[src/rtl/fx_alu_pkg.sv]
`default_nettype none
// ============================================================================
// Package : fx_alu_pkg
// Brief   : Opcodes, FSM states and saturation bounds shared by fx_alu_v2.
// Rev     : 1.0  initial release
// ============================================================================
package fx_alu_pkg;

    localparam logic [3:0] c_OP_ADD       = 4'h0;
    localparam logic [3:0] c_OP_SUB       = 4'h1;
    localparam logic [3:0] c_OP_MAC       = 4'h2;
    localparam logic [3:0] c_OP_MACCLR    = 4'h3;
    localparam logic [3:0] c_OP_CLZ       = 4'h4;
    localparam logic [3:0] c_OP_ROTR      = 4'h5;
    localparam logic [3:0] c_OP_TRANSPOSE = 4'h9;

    typedef enum logic [1:0] {
        ST_IDLE    = 2'd0,
        ST_COLLECT = 2'd1,
        ST_EMIT    = 2'd2
    } state_t;

    // Two's-complement bounds of a w-bit word (w <= 64); callers truncate to w bits.
    function automatic logic [63:0] sat_max(input int w);
        return (64'd1 << (w - 1)) - 64'd1;
    endfunction

    function automatic logic [63:0] sat_min(input int w);
        return 64'd1 << (w - 1);
    endfunction

endpackage
`default_nettype wire

[src/rtl/fx_mac_sat.sv]
`default_nettype none
// ============================================================================
// Module : fx_mac_sat
// Brief  : Signed MAC with saturating accumulator and round-half-up narrowing.
//          Optional o_sat_next under FX_ALU_STATUS_EN.
// Rev    : 1.0  initial release
// ============================================================================
module fx_mac_sat
    import fx_alu_pkg::*;
#(
    parameter int INT_W      = 6,
    parameter int FRAC_W     = 10,
    parameter int ACC_INT_W  = 16,
    parameter int ACC_FRAC_W = 20,
    localparam int DATA_W    = INT_W + FRAC_W
) (
    input  logic              i_clk,
    input  logic              i_rst,
    input  logic              i_en,
    input  logic              i_clr,
    input  logic [DATA_W-1:0] i_a,
    input  logic [DATA_W-1:0] i_b,
    output logic [DATA_W-1:0] o_round_next
`ifdef FX_ALU_STATUS_EN
    ,
    output logic              o_sat_next
`endif
);

    localparam int ACC_W  = ACC_INT_W + ACC_FRAC_W;
    localparam int PROD_W = 2 * DATA_W;
    localparam int SH     = ACC_FRAC_W - FRAC_W;

    localparam logic [ACC_W-1:0]  c_ACC_MAX  = ACC_W'(sat_max(ACC_W));
    localparam logic [ACC_W-1:0]  c_ACC_MIN  = ACC_W'(sat_min(ACC_W));
    localparam logic [DATA_W-1:0] c_DATA_MAX = DATA_W'(sat_max(DATA_W));
    localparam logic [DATA_W-1:0] c_DATA_MIN = DATA_W'(sat_min(DATA_W));

    logic [ACC_W-1:0]         r_acc;
    logic signed [PROD_W-1:0] w_a_ext;
    logic signed [PROD_W-1:0] w_b_ext;
    logic signed [PROD_W-1:0] w_prod;
    logic [ACC_W-1:0]         w_prod_ext;
    logic [ACC_W-1:0]         w_base;
    logic [ACC_W:0]           w_sum;
    logic                     w_acc_ovf;
    logic [ACC_W-1:0]         w_acc_next;
    logic                     w_hi_ok;
    logic [DATA_W:0]          w_rnd;
    logic                     w_rnd_ovf;

    assign w_a_ext    = PROD_W'($signed(i_a));
    assign w_b_ext    = PROD_W'($signed(i_b));
    assign w_prod     = w_a_ext * w_b_ext;
    assign w_prod_ext = ACC_W'(w_prod);
    assign w_base     = i_clr ? '0 : r_acc;

    assign w_sum      = {w_base[ACC_W-1], w_base} + {w_prod_ext[ACC_W-1], w_prod_ext};
    assign w_acc_ovf  = w_sum[ACC_W] ^ w_sum[ACC_W-1];
    assign w_acc_next = w_acc_ovf ? (w_sum[ACC_W] ? c_ACC_MIN : c_ACC_MAX) : w_sum[ACC_W-1:0];

    // Narrowing is only exact when everything above the output window is sign extension.
    assign w_hi_ok   = (&w_acc_next[ACC_W-1:SH+DATA_W-1]) | ~(|w_acc_next[ACC_W-1:SH+DATA_W-1]);
    assign w_rnd     = {w_acc_next[SH+DATA_W-1], w_acc_next[SH +: DATA_W]}
                     + (DATA_W+1)'(w_acc_next[SH-1]);
    assign w_rnd_ovf = w_rnd[DATA_W] ^ w_rnd[DATA_W-1];

    assign o_round_next = !w_hi_ok  ? (w_acc_next[ACC_W-1] ? c_DATA_MIN : c_DATA_MAX)
                        : w_rnd_ovf ? c_DATA_MAX
                        : w_rnd[DATA_W-1:0];

`ifdef FX_ALU_STATUS_EN
    assign o_sat_next = w_acc_ovf | ~w_hi_ok | w_rnd_ovf;
`endif

    always_ff @(posedge i_clk or posedge i_rst) begin
        if (i_rst) begin
            r_acc <= '0;
        end else if (i_en) begin
            r_acc <= w_acc_next;
        end
    end

endmodule
`default_nettype wire

[src/rtl/fx_alu_v2.sv]
`default_nettype none
// ============================================================================
// Module : fx_alu_v2
// Brief  : Fixed-point ALU with saturating MAC and sequenced bit-group transpose.
//          Optional o_sat status output under FX_ALU_STATUS_EN.
// Rev    : 1.0  initial release
// ============================================================================
module fx_alu_v2
    import fx_alu_pkg::*;
#(
    parameter int INST_W     = 4,
    parameter int INT_W      = 6,
    parameter int FRAC_W     = 10,
    parameter int ACC_INT_W  = 16,
    parameter int ACC_FRAC_W = 20,
    parameter int GRP_W      = 2,
    localparam int DATA_W    = INT_W + FRAC_W
) (
    input  logic              i_clk,
    input  logic              i_rst,
    input  logic              i_in_valid,
    output logic              o_busy,
    input  logic [INST_W-1:0] i_inst,
    input  logic [DATA_W-1:0] i_data_a,
    input  logic [DATA_W-1:0] i_data_b,
    output logic              o_out_valid,
    output logic [DATA_W-1:0] o_data
`ifdef FX_ALU_STATUS_EN
    ,
    output logic              o_sat
`endif
);

    localparam int ROWS  = DATA_W / GRP_W;
    localparam int CNT_W = (ROWS > 1) ? $clog2(ROWS) : 1;
    localparam logic [CNT_W-1:0]  c_LAST_ROW = CNT_W'(ROWS - 1);
    localparam logic [DATA_W-1:0] c_DATA_MAX = DATA_W'(sat_max(DATA_W));
    localparam logic [DATA_W-1:0] c_DATA_MIN = DATA_W'(sat_min(DATA_W));

    state_t            r_state;
    logic [CNT_W-1:0]  r_cnt;
    logic [DATA_W-1:0] r_rows [ROWS];
    logic              r_busy;
    logic              r_valid;
    logic [DATA_W-1:0] r_data;

    logic              w_accept;
    logic              w_mac_en;
    logic              w_mac_clr;
    logic [DATA_W-1:0] w_mac_round;
    logic [DATA_W:0]   w_add;
    logic [DATA_W:0]   w_sub;
    logic              w_add_ovf;
    logic              w_sub_ovf;
    logic [DATA_W-1:0] w_clz;
    logic [31:0]       w_b32;
    logic [31:0]       w_sh;
    logic [DATA_W-1:0] w_rot;
    logic [DATA_W-1:0] w_op_result;
    logic [DATA_W-1:0] w_tr;

    assign w_accept  = i_in_valid & ~r_busy;
    assign w_mac_clr = (i_inst == INST_W'(c_OP_MACCLR));
    assign w_mac_en  = w_accept & (r_state == ST_IDLE)
                     & ((i_inst == INST_W'(c_OP_MAC)) | w_mac_clr);

`ifdef FX_ALU_STATUS_EN
    logic w_mac_sat;
    logic w_op_sat;
    logic r_sat;
`endif

    fx_mac_sat #(
        .INT_W      (INT_W),
        .FRAC_W     (FRAC_W),
        .ACC_INT_W  (ACC_INT_W),
        .ACC_FRAC_W (ACC_FRAC_W)
    ) u_mac (
        .i_clk        (i_clk),
        .i_rst        (i_rst),
        .i_en         (w_mac_en),
        .i_clr        (w_mac_clr),
        .i_a          (i_data_a),
        .i_b          (i_data_b),
        .o_round_next (w_mac_round)
`ifdef FX_ALU_STATUS_EN
        ,
        .o_sat_next   (w_mac_sat)
`endif
    );

    // One extra bit makes B = most-negative subtract correctly instead of wrapping.
    assign w_add     = {i_data_a[DATA_W-1], i_data_a} + {i_data_b[DATA_W-1], i_data_b};
    assign w_sub     = {i_data_a[DATA_W-1], i_data_a} - {i_data_b[DATA_W-1], i_data_b};
    assign w_add_ovf = w_add[DATA_W] ^ w_add[DATA_W-1];
    assign w_sub_ovf = w_sub[DATA_W] ^ w_sub[DATA_W-1];

    assign w_b32 = 32'(i_data_b);
    assign w_sh  = w_b32 % 32'(DATA_W);
    assign w_rot = DATA_W'({i_data_a, i_data_a} >> w_sh);

    always_comb begin
        w_clz = DATA_W'(DATA_W);
        for (int i = 0; i < DATA_W; i++) begin
            if (i_data_a[i]) w_clz = DATA_W'(DATA_W - 1 - i);
        end
    end

    always_comb begin
        w_op_result = '0;
        case (i_inst)
            INST_W'(c_OP_ADD):    w_op_result = w_add_ovf ? (w_add[DATA_W] ? c_DATA_MIN : c_DATA_MAX)
                                                          : w_add[DATA_W-1:0];
            INST_W'(c_OP_SUB):    w_op_result = w_sub_ovf ? (w_sub[DATA_W] ? c_DATA_MIN : c_DATA_MAX)
                                                          : w_sub[DATA_W-1:0];
            INST_W'(c_OP_MAC),
            INST_W'(c_OP_MACCLR): w_op_result = w_mac_round;
            INST_W'(c_OP_CLZ):    w_op_result = w_clz;
            INST_W'(c_OP_ROTR):   w_op_result = w_rot;
            default:              w_op_result = '0;
        endcase
    end

`ifdef FX_ALU_STATUS_EN
    always_comb begin
        w_op_sat = 1'b0;
        case (i_inst)
            INST_W'(c_OP_ADD):    w_op_sat = w_add_ovf;
            INST_W'(c_OP_SUB):    w_op_sat = w_sub_ovf;
            INST_W'(c_OP_MAC),
            INST_W'(c_OP_MACCLR): w_op_sat = w_mac_sat;
            default:              w_op_sat = 1'b0;
        endcase
    end
`endif

    // Output j gathers field j of every row; row i lands in field i.
    always_comb begin
        w_tr = '0;
        for (int i = 0; i < ROWS; i++) begin
            w_tr[DATA_W-1-GRP_W*i -: GRP_W] = r_rows[i][DATA_W-1-GRP_W*int'(r_cnt) -: GRP_W];
        end
    end

    always_ff @(posedge i_clk or posedge i_rst) begin
        if (i_rst) begin
            r_state <= ST_IDLE;
            r_cnt   <= '0;
            r_busy  <= 1'b1;
            r_valid <= 1'b0;
            r_data  <= '0;
            for (int r = 0; r < ROWS; r++) r_rows[r] <= '0;
`ifdef FX_ALU_STATUS_EN
            r_sat   <= 1'b0;
`endif
        end else begin
            r_valid <= 1'b0;
`ifdef FX_ALU_STATUS_EN
            r_sat   <= 1'b0;
`endif
            case (r_state)
                ST_IDLE: begin
                    r_busy <= 1'b0;
                    if (w_accept) begin
                        if (i_inst == INST_W'(c_OP_TRANSPOSE)) begin
                            r_rows[0] <= i_data_a;
                            r_cnt     <= CNT_W'(1);
                            r_state   <= ST_COLLECT;
                        end else begin
                            r_valid <= 1'b1;
                            r_data  <= w_op_result;
`ifdef FX_ALU_STATUS_EN
                            r_sat   <= w_op_sat;
`endif
                        end
                    end
                end
                ST_COLLECT: begin
                    if (w_accept) begin
                        r_rows[r_cnt] <= i_data_a;
                        if (r_cnt == c_LAST_ROW) begin
                            r_cnt   <= '0;
                            r_busy  <= 1'b1;
                            r_state <= ST_EMIT;
                        end else begin
                            r_cnt <= r_cnt + 1'b1;
                        end
                    end
                end
                ST_EMIT: begin
                    r_valid <= 1'b1;
                    r_data  <= w_tr;
                    // Busy stays high through the last output; IDLE drops it a cycle later.
                    if (r_cnt == c_LAST_ROW) begin
                        r_cnt   <= '0;
                        r_state <= ST_IDLE;
                    end else begin
                        r_cnt <= r_cnt + 1'b1;
                    end
                end
                default: r_state <= ST_IDLE;
            endcase
        end
    end

    assign o_busy      = r_busy;
    assign o_out_valid = r_valid;
    assign o_data      = r_data;
`ifdef FX_ALU_STATUS_EN
    assign o_sat       = r_sat;
`endif

endmodule
`default_nettype wire
[config.mk]
export PLATFORM = sky130hd
export DESIGN_NAME = fx_alu_v2
export DESIGN_NICKNAME = d
export VERILOG_FILES = /design/src/rtl/fx_alu_pkg.sv /design/src/rtl/fx_mac_sat.sv /design/src/rtl/fx_alu_v2.sv
export SDC_FILE = /design/constraint.sdc
export NUM_CORES = 2
export LEC_CHECK = 0
export BUFFER_PORTS_ARGS = -buffer_cell sky130_fd_sc_hd__buf_4
export CAP_MARGIN = 40
export CORE_UTILIZATION = 55
export CTS_BUF_LIST = sky130_fd_sc_hd__clkbuf_2 sky130_fd_sc_hd__clkbuf_4 sky130_fd_sc_hd__clkbuf_8
export CTS_CLUSTER_SIZE = 25
export DETAILED_ROUTE_END_ITERATION = 12
export GPL_TIMING_DRIVEN = 1
export PLACE_DENSITY = 0.8
export RECOVER_POWER = 25
export SLEW_MARGIN = 20
export SYNTH_ARGS = -nofsm -noshare
export SYNTH_HDL_FRONTEND = slang
export SYNTH_SLANG_ARGS = --single-unit
[constraint.sdc]
create_clock -name i_clk -period 15.6 [get_ports i_clk]
set_input_delay 2.34 -clock i_clk [delete_from_list [all_inputs] [get_ports i_clk]]
set_output_delay 2.34 -clock i_clk [all_outputs]
set_load 0.03 [all_outputs]
==> metrics.md <==
| Metric | Value |
|---|---|
| Status | complete, but fails checks |
| Violations in the final reports | capacitance limit, slew limit |
| EDFF count, synth | 0 |
| Final WL | 74.5 mm |
| Combinational family with the most area after synthesis | adder cells |
| # fillers | 3818 |
| Post-synthesis mux area share | 8.95% |
| Final core utilization | 58.3% |
| Initial antenna violation count | 3 |
| Worst hold slack | 476 ps |
| Overflow after GRT | 0 |
| CP Class | input pin to flip-flop |
| Pin count of the biggest net entering global routing | 103 |
| TritonCTS buffer count | 17 |
| Crit start category | input pin |
| Most frequent cells in the layout | 405 x inv_1, 320 x fa_1, 316 x nand2_1 |
| Compound-Gate Fraction of Synth Area | 13.0% |
| Arrival time worst endpoint | 13310 ps |
| Core outline area | 0.0442 mm2 |
| Clk root buf | clkbuf_8 |
| Synth Area in XOR/XNOR | 2.30% |
| Worst-path maximum fanout | 30 |
| Crit path max-delay family | adder cells |
| Synth Area in Adders | 33.8% |
| Violation count after the first detailed-route iteration | 2393 |
| Vias per cell | 6.25 |
| MaxCap Viol Count | 1 |
| Max_slew headroom | -288% |
| Final setup violation count | 0 |
| Clock Path Buffers | 2 |
| Die height | 214 um |
| Vias | 20357 |
| Commonest non-fill, non-tap cell in the layout | inv_1 |
| Ys flop type | dfrtp_1 |
| Nets | 3165 |
| Flops & latches, synth | 187 |
| I/O Pins | 57 |
| Clk_skew | 38.5 ps |
| Post-synthesis cell type count | 90 |
| Setup TNS | 0 ps |
| Slew Viols, Final | 96 |
| Port bufs | 56 |
| Critical Path RT | 16030 ps |
| Remaining DRCs | 0 |
| Worst-skew pair later-pin latency | 560 ps |
| Die ar. | 0.0457 mm2 |
| Initial Util | 55.8% |
| ANT nets after route | 0 |
| Syn Area/Cell | 9.08 um2 |
| Asr flop ratio synth | 100% |
| Die Width | 214 um |
| H-Tree Level Count | 4 |
| Layout cells sized above 1 | 11.0% |
| Post-DR wirelength/cell | 22.9 um |
| CP max stage delay | 870 ps |
| Row count | 77 |
| Postcts setup bufs | 0 |
| Post-CTS sizing | 0 |
| First-pass GRT wire length | 116 mm |
| GP Congestion | 1.01 |
| Synthesized area | 0.0247 mm2 |
| Slowest cell on crit path | fa_1 |
| Period utilisation layout | 82.6% |
| Synth Warn # | 0 |
| CTS tree | done |
| Mapped Nets | 3229 |
| Synth Area in Simple Gates | 14.0% |
| Hold Buf Count CTS | 0 |
| GRT Total Usage | 33.6% |
| 1st-pass router iterations | 6 |
| Sink Count | 187 |
| Cells after Synth | 2716 |
| Area grow syn2layout | 4.48% |
| Hold Crit Class | flip-flop to flip-flop |
| Min cycle time layout | 12880 ps |
| WP buf/inv | 9 |
| Vias in the first global route | 20601 |
| Worst-path clk slew | 100 ps |
| F_max | 77.6 MHz |
| Least-Margin Pin Slew | 5820 ps |
| Final Hold Viols | 0 |
| Post-detail-place hpwl | 56.4 mm |
| RSZ-0062 raised after global routing | false |
| Critical Path End Type | flip-flop |
| Seq/Total Area, Yosys | 19.0% |
-- sequential cells by signal, indices dropped and copies added, names as in the netlist --
| name | count |
|---|---|
| r_cnt | 3 |
| o_busy | 1 |
| r_rows | 128 |
| o_data | 16 |
| r_state | 2 |
| o_out_valid | 1 |
| u_mac.r_acc | 36 |
-- final timing paths --
kind                                        end  depth (start not counted)  slack (ps)      startpoint
worst max-delay path                 o_data[11]                         37        2720     i_data_b[3]
worst min-delay path             u_mac.r_acc[9]                          2         480  u_mac.r_acc[9]
worst max register to register       o_data[11]                         34        6170  u_mac.r_acc[9]
worst min register to register   u_mac.r_acc[9]                          2         480  u_mac.r_acc[9]
max in group asynchronous       u_mac.r_acc[13]                          3        7960           i_rst
min in group asynchronous            r_rows[14]                          2        1730           i_rst
-- kinds of logic (layout without fill, tap and decap cells) --
group	count (synthesis)	count (layout)
xor+xnor	64	64
flops	187	187
other cells	0	1
fa+ha+maj	474	474
mux	182	182
buf+inv	569	518
compound gates	494	494
simple gates	746	746
-- worst register-to-register path: cells and delay by family, from the launching register on --
| family | cells | cell delay (ps) |
|---|---|---|
| flops | 1 | 380 |
| buf+inv | 7 | 900 |
| compound gates | 12 | 2910 |
| xor+xnor | 2 | 500 |
| fa+ha+maj | 9 | 3760 |
| simple gates | 4 | 860 |
-- Yosys cell counts (9+ instances only) --
cell type	n	area share (%)
nand4_1	21	0.53
and2_1	75	1.9
buf_2	16	0.32
a211oi_1	11	0.33
nor2_1	163	2.5
buf_1	13	0.20
nor2b_1	47	1.2
o21ai_0	115	2.3
xor2_1	19	0.67
a221oi_1	22	0.78
o21ai_1	13	0.26
a31oi_1	11	0.28
dfrtp_1	186	19
a21o_1	15	0.46
nand2b_1	21	0.53
o22ai_1	26	0.66
nand2_1	316	4.8
a21oi_1	151	3.1
ha_1	154	7.8
o31ai_1	11	0.33
nand3_1	24	0.49
o21a_1	12	0.37
o211ai_1	21	0.64
inv_1	406	6.2
clkbuf_1	120	1.8
fa_1	320	26
xnor2_1	44	1.6
o21bai_1	9	0.27
a22oi_1	12	0.37
and3_1	9	0.23
mux4_2	18	1.6
mux2_2	129	5.9
nor3_1	26	0.53
mux2i_1	35	1.4
-- final cells by class --
cell class	count	area (um2)	area share, %
inverters	409	1540	5.96
well taps	592	741	2.87
diodes	1	2.50	0.00971
clock inverters	12	145	0.563
flip-flops and latches	187	4680	18.2
multi-input cells	1960	17800	69.0
clock buffers	20	269	1.04
repair buffers	77	602	2.34
-- metal layers --
metal | up-vias | wire [um] | GRT usage, %
met1 | 10245 | 30500 | 46.7
met2 | 1126 | 34000 | 52.2
li1 | 8773 | - | -
met5 | - | 0 | 0
met3 | 213 | 7330 | 6.59
met4 | 0 | 2700 | 12.4
-- metrics by stage --
stage	setup WS [ps]	instance area (um2)	std cells
after floorplan	3250	24700	2716
after CTS	2900	25800	3255
after global routing	2000	25800	3258
after detailed placement	2360	25300	3223
after global placement	2680	25300	3219
final	2720	25800	3258
Power is left out: the tool's default activity adds up to more than one toggle a clock period on the data nets, which glitch-free logic cannot reach.
